$ cat src/rtl/pipe_ctrl_pkg.sv
// Shared types for the pipeline hazard controller: FSM states and the
// per-stage enable/flush bundle produced by the priority logic.
package pipe_ctrl_pkg;

  localparam int unsigned REG_AW_DEF = 5;

  typedef enum logic [0:0] {
    StRun,
    StMulti
  } state_e;

  typedef struct packed {
    logic pc_en;
    logic ifid_en;
    logic ifid_flush;
    logic idex_en;
    logic idex_flush;
    logic exmem_en;
    logic exmem_flush;
    logic memwb_en;
  } stage_ctrl_t;

  // Free-running pipeline: every stage advances, nothing is squashed.
  function automatic stage_ctrl_t ctrl_run();
    stage_ctrl_t c;
    c             = '0;
    c.pc_en       = 1'b1;
    c.ifid_en     = 1'b1;
    c.idex_en     = 1'b1;
    c.exmem_en    = 1'b1;
    c.memwb_en    = 1'b1;
    return c;
  endfunction

endpackage

$ cat src/rtl/pipe_hazard_ctrl_if.sv
// Decoder/memory-status inputs and stage-control outputs of the hazard controller.
interface pipe_hazard_ctrl_if #(
  parameter int unsigned REG_AW = pipe_ctrl_pkg::REG_AW_DEF,
  parameter int unsigned CNT_W  = 32
);
  logic              id_valid;
  logic [REG_AW-1:0] id_rs1;
  logic [REG_AW-1:0] id_rs2;
  logic [1:0]        id_rs_use;
  logic [REG_AW-1:0] id_rd;
  logic              id_memread;
  logic              id_multi;
  logic              ex_branch_taken;
  logic              im_stall;
  logic              dm_stall;
  logic              perf_clr;

  logic              pc_en;
  logic              ifid_en;
  logic              ifid_flush;
  logic              idex_en;
  logic              idex_flush;
  logic              exmem_en;
  logic              exmem_flush;
  logic              memwb_en;
  logic              busy;
  logic [CNT_W-1:0]  stall_cnt;
  logic [CNT_W-1:0]  flush_cnt;

  modport master (
    output id_valid, id_rs1, id_rs2, id_rs_use, id_rd, id_memread, id_multi,
           ex_branch_taken, im_stall, dm_stall, perf_clr,
    input  pc_en, ifid_en, ifid_flush, idex_en, idex_flush, exmem_en, exmem_flush,
           memwb_en, busy, stall_cnt, flush_cnt
  );

  modport slave (
    input  id_valid, id_rs1, id_rs2, id_rs_use, id_rd, id_memread, id_multi,
           ex_branch_taken, im_stall, dm_stall, perf_clr,
    output pc_en, ifid_en, ifid_flush, idex_en, idex_flush, exmem_en, exmem_flush,
           memwb_en, busy, stall_cnt, flush_cnt
  );
endinterface

$ cat src/rtl/sat_counter.sv
// Saturating up-counter with synchronous clear that outranks increment.
module sat_counter #(
  parameter int unsigned CNT_W = 32
) (
  input  logic             clk,
  input  logic             rst_n,
  input  logic             inc_i,
  input  logic             clr_i,
  output logic [CNT_W-1:0] cnt_o
);
  logic [CNT_W-1:0] cnt_q, cnt_d;

  always_comb begin
    cnt_d = cnt_q;
    if (clr_i) begin
      cnt_d = '0;
    end else if (inc_i && (cnt_q != '1)) begin
      cnt_d = cnt_q + CNT_W'(1);
    end
  end

  always_ff @(posedge clk or negedge rst_n) begin
    if (!rst_n) cnt_q <= '0;
    else        cnt_q <= cnt_d;
  end

  assign cnt_o = cnt_q;
endmodule

$ cat src/rtl/pipe_hazard_ctrl.sv
// Stall/flush controller for a 5-stage pipeline: load-use, taken branch, memory
// waits and multi-cycle EX ops, with saturating stall/flush performance counters.
module pipe_hazard_ctrl
  import pipe_ctrl_pkg::*;
#(
  parameter int unsigned REG_AW  = REG_AW_DEF,
  parameter int unsigned MUL_LAT = 4,
  parameter int unsigned CNT_W   = 32
) (
  input  logic              clk,
  input  logic              rst_n,
  pipe_hazard_ctrl_if.slave bus
);
  localparam int unsigned CntW = 5;

  state_e            state_q, state_d;
  logic [CntW-1:0]   cnt_q, cnt_d;
  logic [REG_AW-1:0] ex_rd_q, ex_rd_d;
  logic              ex_memread_q, ex_memread_d;

  stage_ctrl_t ctrl;
  logic        load_use;
  logic        flush_evt;

  always_comb begin
    load_use = ex_memread_q && (ex_rd_q != '0) && bus.id_valid &&
               ((bus.id_rs_use[0] && (bus.id_rs1 == ex_rd_q)) ||
                (bus.id_rs_use[1] && (bus.id_rs2 == ex_rd_q)));
  end

  // First match wins; the order below is the hazard priority.
  always_comb begin
    ctrl      = ctrl_run();
    flush_evt = 1'b0;
    if (bus.dm_stall) begin
      ctrl = '0;
    end else if ((state_q == StMulti) || (bus.ex_branch_taken && bus.im_stall)) begin
      ctrl.pc_en       = 1'b0;
      ctrl.ifid_en     = 1'b0;
      ctrl.idex_en     = 1'b0;
      ctrl.exmem_flush = 1'b1;
    end else if (bus.ex_branch_taken) begin
      ctrl.ifid_flush = 1'b1;
      ctrl.idex_flush = 1'b1;
      flush_evt       = 1'b1;
    end else if (load_use) begin
      ctrl.pc_en      = 1'b0;
      ctrl.ifid_en    = 1'b0;
      ctrl.idex_flush = 1'b1;
    end else if (bus.im_stall) begin
      ctrl.pc_en      = 1'b0;
      ctrl.ifid_flush = 1'b1;
    end
  end

  always_comb begin
    state_d = state_q;
    cnt_d   = cnt_q;
    case (state_q)
      StRun: begin
        if (ctrl.idex_en && !ctrl.idex_flush && bus.id_valid && bus.id_multi &&
            (MUL_LAT > 1)) begin
          state_d = StMulti;
          cnt_d   = CntW'(MUL_LAT - 1);
        end
      end
      StMulti: begin
        if (!bus.dm_stall) begin
          cnt_d = cnt_q - CntW'(1);
          if (cnt_q == CntW'(1)) state_d = StRun;
        end
      end
      default: state_d = StRun;
    endcase
  end

  // Shadow of the ID/EX destination, used only for load-use detection.
  always_comb begin
    ex_rd_d      = ex_rd_q;
    ex_memread_d = ex_memread_q;
    if (ctrl.idex_en) begin
      if (ctrl.idex_flush || !bus.id_valid) begin
        ex_rd_d      = '0;
        ex_memread_d = 1'b0;
      end else begin
        ex_rd_d      = bus.id_rd;
        ex_memread_d = bus.id_memread;
      end
    end
  end

  always_ff @(posedge clk or negedge rst_n) begin
    if (!rst_n) begin
      state_q      <= StRun;
      cnt_q        <= '0;
      ex_rd_q      <= '0;
      ex_memread_q <= 1'b0;
    end else begin
      state_q      <= state_d;
      cnt_q        <= cnt_d;
      ex_rd_q      <= ex_rd_d;
      ex_memread_q <= ex_memread_d;
    end
  end

  assign bus.pc_en       = ctrl.pc_en;
  assign bus.ifid_en     = ctrl.ifid_en;
  assign bus.ifid_flush  = ctrl.ifid_flush;
  assign bus.idex_en     = ctrl.idex_en;
  assign bus.idex_flush  = ctrl.idex_flush;
  assign bus.exmem_en    = ctrl.exmem_en;
  assign bus.exmem_flush = ctrl.exmem_flush;
  assign bus.memwb_en    = ctrl.memwb_en;
  assign bus.busy        = (state_q == StMulti);

  sat_counter #(.CNT_W(CNT_W)) u_stall_cnt (
    .clk   (clk),
    .rst_n (rst_n),
    .inc_i (!ctrl.pc_en),
    .clr_i (bus.perf_clr),
    .cnt_o (bus.stall_cnt)
  );

  sat_counter #(.CNT_W(CNT_W)) u_flush_cnt (
    .clk   (clk),
    .rst_n (rst_n),
    .inc_i (flush_evt),
    .clr_i (bus.perf_clr),
    .cnt_o (bus.flush_cnt)
  );
endmodule

$ cat src/flat_wrapper.sv
// flat-port wrapper written by rule: the top's interface ports become plain ports
module pipe_hazard_ctrl_flat import pipe_ctrl_pkg::*;
#(
  parameter int unsigned REG_AW  = REG_AW_DEF,
  parameter int unsigned MUL_LAT = 4,
  parameter int unsigned CNT_W   = 32
)
  (clk, rst_n, bus_id_valid, bus_id_rs1, bus_id_rs2, bus_id_rs_use, bus_id_rd, bus_id_memread, bus_id_multi, bus_ex_branch_taken, bus_im_stall, bus_dm_stall, bus_perf_clr, bus_pc_en, bus_ifid_en, bus_ifid_flush, bus_idex_en, bus_idex_flush, bus_exmem_en, bus_exmem_flush, bus_memwb_en, bus_busy, bus_stall_cnt, bus_flush_cnt);
  pipe_hazard_ctrl_if #(.REG_AW(REG_AW), .CNT_W(CNT_W)) bus_i ();
  input  logic clk;
  input  logic rst_n;
  input wire logic [$bits(bus_i.id_valid)-1:0] bus_id_valid;
  input wire logic [$bits(bus_i.id_rs1)-1:0] bus_id_rs1;
  input wire logic [$bits(bus_i.id_rs2)-1:0] bus_id_rs2;
  input wire logic [$bits(bus_i.id_rs_use)-1:0] bus_id_rs_use;
  input wire logic [$bits(bus_i.id_rd)-1:0] bus_id_rd;
  input wire logic [$bits(bus_i.id_memread)-1:0] bus_id_memread;
  input wire logic [$bits(bus_i.id_multi)-1:0] bus_id_multi;
  input wire logic [$bits(bus_i.ex_branch_taken)-1:0] bus_ex_branch_taken;
  input wire logic [$bits(bus_i.im_stall)-1:0] bus_im_stall;
  input wire logic [$bits(bus_i.dm_stall)-1:0] bus_dm_stall;
  input wire logic [$bits(bus_i.perf_clr)-1:0] bus_perf_clr;
  output wire logic [$bits(bus_i.pc_en)-1:0] bus_pc_en;
  output wire logic [$bits(bus_i.ifid_en)-1:0] bus_ifid_en;
  output wire logic [$bits(bus_i.ifid_flush)-1:0] bus_ifid_flush;
  output wire logic [$bits(bus_i.idex_en)-1:0] bus_idex_en;
  output wire logic [$bits(bus_i.idex_flush)-1:0] bus_idex_flush;
  output wire logic [$bits(bus_i.exmem_en)-1:0] bus_exmem_en;
  output wire logic [$bits(bus_i.exmem_flush)-1:0] bus_exmem_flush;
  output wire logic [$bits(bus_i.memwb_en)-1:0] bus_memwb_en;
  output wire logic [$bits(bus_i.busy)-1:0] bus_busy;
  output wire logic [$bits(bus_i.stall_cnt)-1:0] bus_stall_cnt;
  output wire logic [$bits(bus_i.flush_cnt)-1:0] bus_flush_cnt;
  assign bus_i.id_valid = bus_id_valid;
  assign bus_i.id_rs1 = bus_id_rs1;
  assign bus_i.id_rs2 = bus_id_rs2;
  assign bus_i.id_rs_use = bus_id_rs_use;
  assign bus_i.id_rd = bus_id_rd;
  assign bus_i.id_memread = bus_id_memread;
  assign bus_i.id_multi = bus_id_multi;
  assign bus_i.ex_branch_taken = bus_ex_branch_taken;
  assign bus_i.im_stall = bus_im_stall;
  assign bus_i.dm_stall = bus_dm_stall;
  assign bus_i.perf_clr = bus_perf_clr;
  assign bus_pc_en = bus_i.pc_en;
  assign bus_ifid_en = bus_i.ifid_en;
  assign bus_ifid_flush = bus_i.ifid_flush;
  assign bus_idex_en = bus_i.idex_en;
  assign bus_idex_flush = bus_i.idex_flush;
  assign bus_exmem_en = bus_i.exmem_en;
  assign bus_exmem_flush = bus_i.exmem_flush;
  assign bus_memwb_en = bus_i.memwb_en;
  assign bus_busy = bus_i.busy;
  assign bus_stall_cnt = bus_i.stall_cnt;
  assign bus_flush_cnt = bus_i.flush_cnt;
  pipe_hazard_ctrl #(.REG_AW(REG_AW), .MUL_LAT(MUL_LAT), .CNT_W(CNT_W)) u_core (.clk(clk), .rst_n(rst_n), .bus(bus_i));
endmodule
$ cat config.mk
export PLATFORM = sky130hd
export DESIGN_NAME = pipe_hazard_ctrl_flat
export DESIGN_NICKNAME = d
export VERILOG_FILES = /design/src/rtl/pipe_ctrl_pkg.sv /design/src/rtl/pipe_hazard_ctrl_if.sv /design/src/rtl/sat_counter.sv /design/src/rtl/pipe_hazard_ctrl.sv /design/src/flat_wrapper.sv
export SDC_FILE = /design/constraint.sdc
export NUM_CORES = 1
export LEC_CHECK = 0
export BUFFER_PORTS_ARGS = -buffer_cell sky130_fd_sc_hd__buf_2
export CAP_MARGIN = 20
export CORE_UTILIZATION = 30
export CTS_CLUSTER_DIAMETER = 30
export CTS_CLUSTER_SIZE = 25
export DETAILED_ROUTE_END_ITERATION = 8
export PLACE_DENSITY = 0.5
export REMOVE_ABC_BUFFERS = 1
export SYNTH_ARGS = -nofsm -noshare
export SYNTH_HDL_FRONTEND = slang
export SYNTH_SLANG_ARGS = --single-unit
$ cat constraint.sdc
create_clock -name clk -period 3.8 [get_ports clk]
set_clock_uncertainty 0.2 [all_clocks]
set_input_delay 0.76 -clock clk [delete_from_list [all_inputs] [get_ports clk]]
set_output_delay 0.76 -clock clk [all_outputs]
set_load 0.01 [all_outputs]
==> results by group, run 1 <==
Outcome
  – Status: finished, final reports clean

Timing
  – RSZ-0062 raised after global routing: false
  – Setup TNS: 0 ns
  – Setup ws final: 0.664 ns
  – Max Slew Vio Count: 0
  – Relative slew margins: 34.8%
  – Slew @ Worst Pin: 0.978 ns
  – Hold Fails Final Rpt: 0
  – Fmax achieved: 319 MHz
  – # setup viols final: 0
  – Fin crit share: 82.5%
  – Crit path time final: 3.14 ns

Job
  – Max_cap viols: 0

Route
  – DRT Wirelength: 10900 um
  – Post-route ant nets: 0
  – Initial DRC Count: 219
  – Wirelength per Cell: 14.8 um
  – Routed vias/inst: 5.14
  – Post-route DRC: 0
  – Drt pass-1 iters: 4
  – Total via count in the routed design: 3780

Yosys
  – Synthesized cell area: 4180 um^2
  – Avg Cell Area, Syn: 9.13 um^2
  – Ys flop type: dfrtp_1
  – Number of enable flip-flop cells after synthesis: 0
  – Yosys warning count: 0
  – Ranking of synthesized cells by area: dfrtp_1 45%, a21oi_1 4.7%, xor2_1 4.0%
  – Share of synthesized area occupied by flip-flops and latches: 45.5%
  – Yosys top cell by area: dfrtp_1
  – Yosys cell types: 51
  – Share of the synthesized area in the top cell type: 45.5%
  – Flops & latches, synth: 76
  – Async S/R FF share, synth: 100%
  – Top-count cell post-synth: dfrtp_1
  – Syn Inst Count: 458
  – Most common library cells after synthesis: 76 x dfrtp_1, 44 x nor2_1, 39 x a21oi_1, 36 x nand2_1, 29 x o21ai_0

Critical path
  – CP bufs+invs: 1
  – Critical setup path kind: reg2out
  – Crit-path leading delay family: compound AO/OA/AOI/OAI gates
  – CP max FO: 9
  – Crit-path cells: or4_1 > o2111ai_1 > o21a_1 > buf_2
  – Critical Path Max Stage Delay: 0.56 ns
  – CP required: 2.84 ns
  – CP max stage cell: or4_1
  – CP Capture Type: primary output
  – Critical Path Source Type: register
  – Worst Path Arrival: 2.18 ns

GRT
  – First-pass GRT wire length: 17700 um
  – Largest net degree at the start of global routing: 77
  – Grt ovf: 0
  – Vias in the first global route: 3565
  – Aggregate global-route resource usage: 15.6%
  – Antenna violations before repair: 0

Cells and area
  – P&R area growth vs syn: 24.3%
  – Layout cells sized above 1: 23.4%
  – Final core utilization: 38.8%
  – # diodes: 0
  – Fin nets: 584

Clock tree
  – H-tree depth reported by CTS: 3
  – Clk root buf: clkbuf_16
  – Cts hold-fix bufs: 0
  – CTS tree: built
  – Worst-Skew Late Latency: 0.34 ns
  – Clk sink count: 76
  – Clock slew at reported path FFs: 0.06 ns
  – Setup Buffers After CTS: 0
  – CTS Buffer Depth: 2
  – Num CTS Buffers: 9
  – PostCTS Resize Cnt: 0

Placement
  – Hpwl dp: 7410 um
  – Place WS: 0.823 ns
  – Routability cong.: 0.803
  – Port Buffers: 98

Floorplan
  – Die area: 14400 um^2
  – # IOs: 99
  – Die height: 120 um
  – Core Area: 13400 um^2
  – Initial Util: 31.2%
  – Die width: 120 um
  – Core Rows: 42

Power and ir drop
  – Power density cells: 428 nW/um^2
  – Worst VDD drop: 0.176 mV
  – P_leak: 0.00230 uW

Worst hold path
  – HP Class: in2async
-- logic make-up after synthesis --
logic type,after synthesis,synth area share (%)
AOI/OAI and AO/OA,100,14.4
xor gates and xnor gates,36,7.54
adders and majority gates,4,1.20
buffers and inverters,36,3.77
DFF,76,45.5
muxes,5,1.32
and+or+nand+nor,201,26.3
-- worst paths after layout --
| check | start | end | slack [ns] | cells after the start |
|---|---|---|---|---|
| worst max-delay path | u_core.ex_rd_q[2] | bus_pc_en | 0.66 | 4 |
| worst min-delay path | rst_n | u_core.u_stall_cnt.cnt_o[19] | 0.17 | 1 |
| worst max register to register | u_core.bus.busy | u_core.u_flush_cnt.cnt_o[12] | 1.22 | 6 |
| worst min register to register | u_core.cnt_q[4] | u_core.cnt_q[4] | 0.28 | 1 |
| max in group asynchronous | rst_n | u_core.u_flush_cnt.cnt_o[28] | 2.64 | 2 |
| min in group clk | u_core.cnt_q[4] | u_core.cnt_q[4] | 0.28 | 1 |
-- sequential cells by signal (all words and copies together) (netlist names) --
name / cells
u_core.cnt_q: 5
u_core.ex_rd_q: 5
u_core.ex_memread_q: 1
u_core.u_stall_cnt.cnt_o: 32
u_core.u_flush_cnt.cnt_o: 32
u_core.bus.busy: 1
-- cell type report --
type / count / area (um^2)
Clock buffer: 12 / 246
Clock inverter: 4 / 72.6
Fill cell: 1385 / 8200
Inverter: 17 / 63.8
Multi-Input combinational cell: 346 / 2120
Sequential cell: 76 / 1900
Tap cell: 176 / 220
Timing Repair Buffer: 104 / 571
-- layout by cell type, fill, tap and decap left out, types with 2 or more instances in the layout --
cell type,n
buf_2,97
dfrtp_1,76
nor2_1,44
a21oi_1,39
nand2_1,36
o21ai_0,29
nand3_1,28
or3_1,26
nand4_1,19
xor2_1,19
inv_1,17
xnor2_1,17
or4_1,12
o31ai_1,9
clkbuf_16,9
nor4_1,7
nor3_1,6
a22o_1,6
nor2b_1,5
buf_4,5
mux2_2,4
ha_1,4
and2_1,3
and3_1,3
nand4_2,2
a31oi_1,2
or2_1,2
bufinv_16,2
clkbuf_1,2
-- through the flow --
step / area, um^2 / hold WS (ns) / instances / power [uW]
global route: 5200 / 0.192 / 735 / 2340
CTS: 5170 / 0.288 / 734 / 2260
floorplan: 4090 / 0.248 / 439 / 1150
detailed placement: 4850 / 0.283 / 718 / 1300
global placement: 4850 / 0.279 / 718 / 1300
finish: 5200 / 0.169 / 735 / 2220
-- power by group --
group	switching (uW)	internal [uW]
combinational	197	148
sequential	81.9	864
clock	340	593
total	618	1600
-- metal layers --
metal | global-route usage [%] | wire length, um | vias up | part of all wire (%)
met1 | 20.5 | 5170 | 1822 | 48
met5 | 0 | 0 | - | 0
li1 | - | - | 1856 | -
met3 | 4.18 | 568 | 12 | 5.2
met4 | 5.31 | 153 | 0 | 1.4
met2 | 24.5 | 4970 | 90 | 46
Note: power is estimated with default switching activity, not from simulation.
==> inputs of run 2 (changes only) <==
clock period = 3 ns   (was 3.8 ns; I/O delays follow)
==> results by group, run 2 (synthesized netlist as in run 1, its figures left out) <==
Outcome
  – Status: finished, violations left
  – Failing checks: negative hold slack

Clock tree
  – Worst-Skew Late Latency: 0.34 ns
  – CTS tree: built
  – Clk sink count: 76
  – Setup Buffers After CTS: 0
  – H-tree depth reported by CTS: 3
  – CTS Buffer Depth: 2
  – Clk root buf: clkbuf_16
  – Clock slew at reported path FFs: 0.06 ns
  – Num CTS Buffers: 9
  – Cts hold-fix bufs: 0
  – PostCTS Resize Cnt: 0

Critical path
  – Worst Path Arrival: 2.10 ns
  – Critical Path Source Type: register
  – CP Capture Type: primary output
  – CP max FO: 9
  – R2R depth: 8
  – Crit-path leading delay family: simple AND/OR/NAND/NOR gates
  – Reg-to-reg endpoint: u_core.u_stall_cnt.cnt_o[22]
  – R2R Setup Slk: 0.36 ns
  – CP required: 2.20 ns
  – R2r startpoint: u_core.u_stall_cnt.cnt_o[0]
  – Crit-path cells: or4_1 > o2111ai_1 > o21a_2 > buf_2
  – Critical Path Max Stage Delay: 0.59 ns
  – Critical setup path kind: reg2out
  – CP max stage cell: or4_1
  – CP bufs+invs: 1

Cells and area
  – Most frequent cells in the layout: 97 x buf_2, 76 x dfrtp_1, 44 x nor2_1
  – Commonest non-fill, non-tap cell in the layout: buf_2
  – Layout cells sized above 1: 24.0%
  – Fin nets: 587
  – # diodes: 0
  – FF+latch area: 1900 um^2
  – Multi-input gate area: 2130 um^2
  – Finished Layout Cells: 738
  – P&R area growth vs syn: 23.9%
  – # fillers: 1404

Timing
  – # setup viols final: 0
  – Relative slew margins: 50.9%
  – Fin crit share: 96.7%
  – Slew @ Worst Pin: 0.736 ns
  – Crit path time final: 2.90 ns
  – RSZ-0062 raised after global routing: false
  – Max Slew Vio Count: 0
  – Worst hold margin: -0.00912 ns
  – Fmax achieved: 345 MHz
  – Hold Fails Final Rpt: 5
  – Setup TNS: 0 ns

Floorplan
  – # IOs: 99
  – Core Rows: 42
  – Die area: 14400 um^2
  – Initial Util: 31.2%
  – Die width: 120 um
  – Core Area: 13400 um^2
  – Die height: 120 um

Route
  – Wirelength per Cell: 15.0 um
  – Post-route ant nets: 0
  – Initial DRC Count: 240
  – Total via count in the routed design: 3828
  – Post-route DRC: 0
  – Drt pass-1 iters: 4
  – Routed vias/inst: 5.19
  – DRT Wirelength: 11100 um

Power and ir drop
  – Power density cells: 521 nW/um^2
  – P_leak: 0.00230 uW
  – Worst VDD drop: 0.376 mV

GRT
  – Vias in the first global route: 3574
  – First-pass GRT wire length: 18000 um
  – Grt ovf: 0
  – Largest net degree at the start of global routing: 50
  – Antenna violations before repair: 0
  – Aggregate global-route resource usage: 16.0%

Worst hold path
  – HP Class: in2async

Job
  – Max_cap viols: 0

Placement
  – Routability cong.: 0.797
  – Port Buffers: 98
  – Hpwl dp: 7850 um
  – Inst Count DP: 722
run 2: changes by cell type in the layout (fill, tap and decap cells not counted), sizes merged:
cell	previous run	this run
buf	104	107
clkbuf	12	15
bufinv	2	0
clkinvlp	1	0
run 2: final cells by class:
class	instances	share of cell area, %
multi-input combinational	346	41.1
clock buffer	15	5.36
clock inverter	1	0.0966
inverter	17	1.23
sequential	76	36.7
tap	176	4.25
timing repair buffer	107	11.3
run 2: per-layer routing:
metal | vias to the layer above | global-route usage [%] | part of all wire (%)
li1 | 1851 | - | -
met1 | 1872 | 21.1 | 47
met2 | 90 | 24.5 | 46
met3 | 15 | 4.85 | 5.3
met4 | 0 | 5.94 | 1.7
met5 | - | 0 | 0
run 2: worst max path at each step:
stage          slack (ns)                   startpoint  cells after the start                            to
2_1_floorplan        0.17  u_core.u_stall_cnt.cnt_o[0]                      7  u_core.u_stall_cnt.cnt_o[19]
3_3_place_gp         0.33                 bus_im_stall                      7  u_core.u_flush_cnt.cnt_o[20]
3_5_place_dp         0.29  u_core.u_stall_cnt.cnt_o[0]                      8  u_core.u_stall_cnt.cnt_o[19]
4_1_cts              0.03            u_core.ex_rd_q[2]                      4                     bus_pc_en
5_1_grt              0.01            u_core.ex_rd_q[2]                      4                     bus_pc_en
6_report              0.1            u_core.ex_rd_q[2]                      4                     bus_pc_en
run 2: worst register-to-register path, cell delays in order, from the launching register on:
cell and delay, ns:
dfrtp_1 0.42, ha_1 0.23, nand2_1 0.15, nor4_1 0.54
a32oi_1 0.23, nand2_1 0.16, buf_12 0.22, nor3_1 0.09
mux2_2 0.27
run 2: power by group:
part           internal, uW  switching (uW)  leakage (uW)
logic                   189             256       0.00112
clock network           628             425      0.000140
registers              1090             108       0.00105
total                  1910             790       0.00230
run 2: through the flow:
step / total power [uW] / utilization [%] / worst slack, ns / hold WS [ns] / area, um^2
6_report: 2700 / 38.7 / 0.0980 / -0.00912 / 5180
5_1_grt: 2840 / 38.7 / 0.0133 / 0.0198 / 5180
4_1_cts: 2730 / 38.6 / 0.0311 / 0.00261 / 5180
3_5_place_dp: 1670 / 36.5 / 0.293 / 0.318 / 4890
3_3_place_gp: 1660 / 36.5 / 0.330 / 0.285 / 4890
2_1_floorplan: 1460 / - / 0.171 / 0.104 / 4090
==> inputs of run 3 (changes only) <==
CORE_ASPECT_RATIO = 0.7   (was unset)
CORE_MARGIN = 2   (was unset)
PLACE_DENSITY = 0.49   (was 0.5)
SYNTH_HIERARCHICAL = 1   (was unset)
==> results by group, run 3 <==
GRT
  – Antenna violations before repair: 0
  – Aggregate global-route resource usage: 15.5%
  – First-pass GRT wire length: 20700 um
  – Largest net degree at the start of global routing: 48
  – Vias in the first global route: 4007
  – Grt ovf: 0

Clock tree
  – H-tree depth reported by CTS: 3
  – Setup Buffers After CTS: 0
  – Clock slew at reported path FFs: 0.06 ns
  – CTS tree: built
  – Clk sink count: 76
  – Clk root buf: clkbuf_16
  – CTS Buffer Depth: 2
  – Worst-Skew Late Latency: 0.33 ns
  – Num CTS Buffers: 9

Outcome
  – Status: finished, final reports clean

Yosys
  – Ys flop type: dfrtp_1
  – Avg Cell Area, Syn: 9.25 um^2
  – Most common library cells after synthesis: 76 x dfrtp_1, 54 x nor2_1, 32 x xnor2_1, 31 x nand2_1, 31 x nand3_1
  – Number of enable flip-flop cells after synthesis: 0
  – Share of synthesized area occupied by flip-flops and latches: 41.4%
  – Yosys cell types: 53
  – Ranking of synthesized cells by area: dfrtp_1 41%, xnor2_1 6.1%, nor2_1 4.4%
  – Async S/R FF share, synth: 100%
  – Flops & latches, synth: 76
  – Yosys top cell by area: dfrtp_1
  – Synthesized cell area: 4600 um^2
  – Yosys warning count: 6
  – Share of the synthesized area in the top cell type: 41.4%
  – Top-count cell post-synth: dfrtp_1
  – Syn Inst Count: 497

Route
  – Initial DRC Count: 171
  – Drt pass-1 iters: 4
  – Highest metal used: met4
  – Met3 WL post-DR: 560 um
  – Total via count in the routed design: 4102
  – Met2 WL: 5140 um
  – Routed vias/inst: 5.04
  – Met1 wire length: 6560 um
  – Wirelength per Cell: 15.2 um
  – Post-route DRC: 0
  – Post-route ant nets: 0
  – DRT Wirelength: 12300 um

Cells and area
  – # fillers: 1520
  – Layout cells sized above 1: 29.6%
  – P&R area growth vs syn: 26.8%
  – Finished Layout Cells: 814
  – Most frequent cells in the layout: 97 x buf_2, 76 x dfrtp_1, 54 x nor2_1
  – # diodes: 0
  – Fin nets: 644
  – Commonest non-fill, non-tap cell in the layout: buf_2
  – Final core utilization: 39.3%

Floorplan
  – Die width: 152 um
  – Initial Util: 31.0%
  – Die height: 108 um
  – # IOs: 99
  – Core Area: 14800 um^2
  – Core Rows: 37
  – Die area: 16300 um^2

Timing
  – Fmax achieved: 334 MHz
  – Setup ws final: 0.00656 ns
  – Slew @ Worst Pin: 0.691 ns
  – Max Slew Vio Count: 0
  – Worst hold margin: 0.0783 ns
  – Crit path time final: 2.99 ns
  – Relative slew margins: 53.5%
  – # setup viols final: 0
  – RSZ-0062 raised after global routing: true
  – Hold Fails Final Rpt: 0
  – Fin crit share: 99.8%

Critical path
  – CP Capture Type: primary output
  – Critical setup path kind: reg2out
  – CP required: 2.20 ns
  – CP max FO: 3
  – Critical Path Source Type: register
  – Crit-path cells: or4_4 > o21a_4 > and2_4 > buf_6 > a2111oi_4 > buf_2
  – CP max stage cell: or4_4
  – Worst Path Arrival: 2.19 ns
  – R2r startpoint: u_core/ex_rd_q[1]
  – Critical Path Max Stage Delay: 0.53 ns
  – Setup crit start: u_core/ex_rd_q[1]

Placement
  – Port Buffers: 98
  – Inst Count DP: 798
  – Place WS: -0.102 ns
  – Hpwl dp: 9100 um
  – Routability cong.: 0.756

Power and ir drop
  – P_leak: 0.00262 uW
  – Power density cells: 501 nW/um^2
  – Worst VDD drop: 0.261 mV

Job
  – Max_cap viols: 0

Worst hold path
  – HP Class: in2async
-- run 3: changes by cell type in the layout (fill, tap and decap cells not counted), sizes merged, moves of 7 or more --
| cell | change |
|---|---|
| nor4 | +7 |
| and3 | +14 |
| a211oi | +12 |
| mux2 | +8 |
| nor2b | +9 |
| a21oi | -13 |
| xnor2 | +15 |
| xor2 | -11 |
| o21ai | -13 |
| or3 | -16 |
| nor2 | +10 |
| o21bai | +8 |
| buf | +18 |
-- run 3: stage by stage --
step / cell area [um^2] / power, uW / TNS [ns]
global route: 5830 / 3080 / -0.110
CTS: 5800 / 2960 / -0.0905
finish: 5830 / 2920 / 0
global placement: 5470 / 1810 / -0.0243
floorplan: 4510 / 1550 / -1.27
detailed placement: 5470 / 1820 / -0.860
-- run 3: final timing paths --
kind	to	cells past startpoint	slack [ns]
setup reg to reg	u_core/u_stall_cnt/cnt_o[3]	9	0.11
hold reg to reg	u_core/cnt_q[4]	2	0.37
max in group asynchronous	u_core/u_stall_cnt/cnt_o[17]	2	1.91
setup / recovery	bus_pc_en	6	0.007
hold / removal	u_core/ex_rd_q[4]	1	0.08
min in group clk	u_core/ex_rd_q[2]	3	0.34
-- run 3: cell type report --
cell class | count | area [um^2] | area share [%]
Clock buffer | 10 | 239 | 4.10
Inverter | 18 | 67.6 | 1.16
Clock inverter | 6 | 63.8 | 1.10
Multi-Input combinational cell | 384 | 2580 | 44.3
Tap cell | 195 | 244 | 4.19
Timing Repair Buffer | 125 | 728 | 12.5
Sequential cell | 76 | 1900 | 32.6
-- run 3: critical path: cells and delay by family, from the launching register on --
kind                   cells  cell delay, ns
and+or+nand+nor            2            0.69
AOI/OAI and AO/OA          2            0.49
DFF                        1            0.38
buffers and inverters      2            0.30
-- run 3: timing repair --
item	CTS	global route
setup endpoints to repair	12	19
resized for setup	4	6
gates cloned	0	0
hold buffers	0	0
pin swaps	2	3
-- run 3: logic make-up after synthesis --
logic type | Yosys count | synth area share [%]
AO/OA/AOI/OAI | 96 | 14.7
XOR/XNOR | 40 | 7.62
adder cells (fa/ha/maj) | 4 | 1.09
buffers and inverters | 37 | 3.38
flip-flops | 76 | 41.4
multiplexers | 14 | 3.54
AND/OR/NAND/NOR | 230 | 28.3
-- run 3: layer usage --
metal,up-vias,GRT usage [%]
met2,103,23.3
met4,0,3.07
met1,1969,22.8
li1,2023,-
met5,-,0
met3,7,3.78
-- run 3: power by group --
part	leakage (uW)	switching, uW	internal, uW
Combinational	0.00143	323	310
Clock	0.000144	434	665
Sequential	0.00104	79.1	1110
Total	0.00262	836	2080
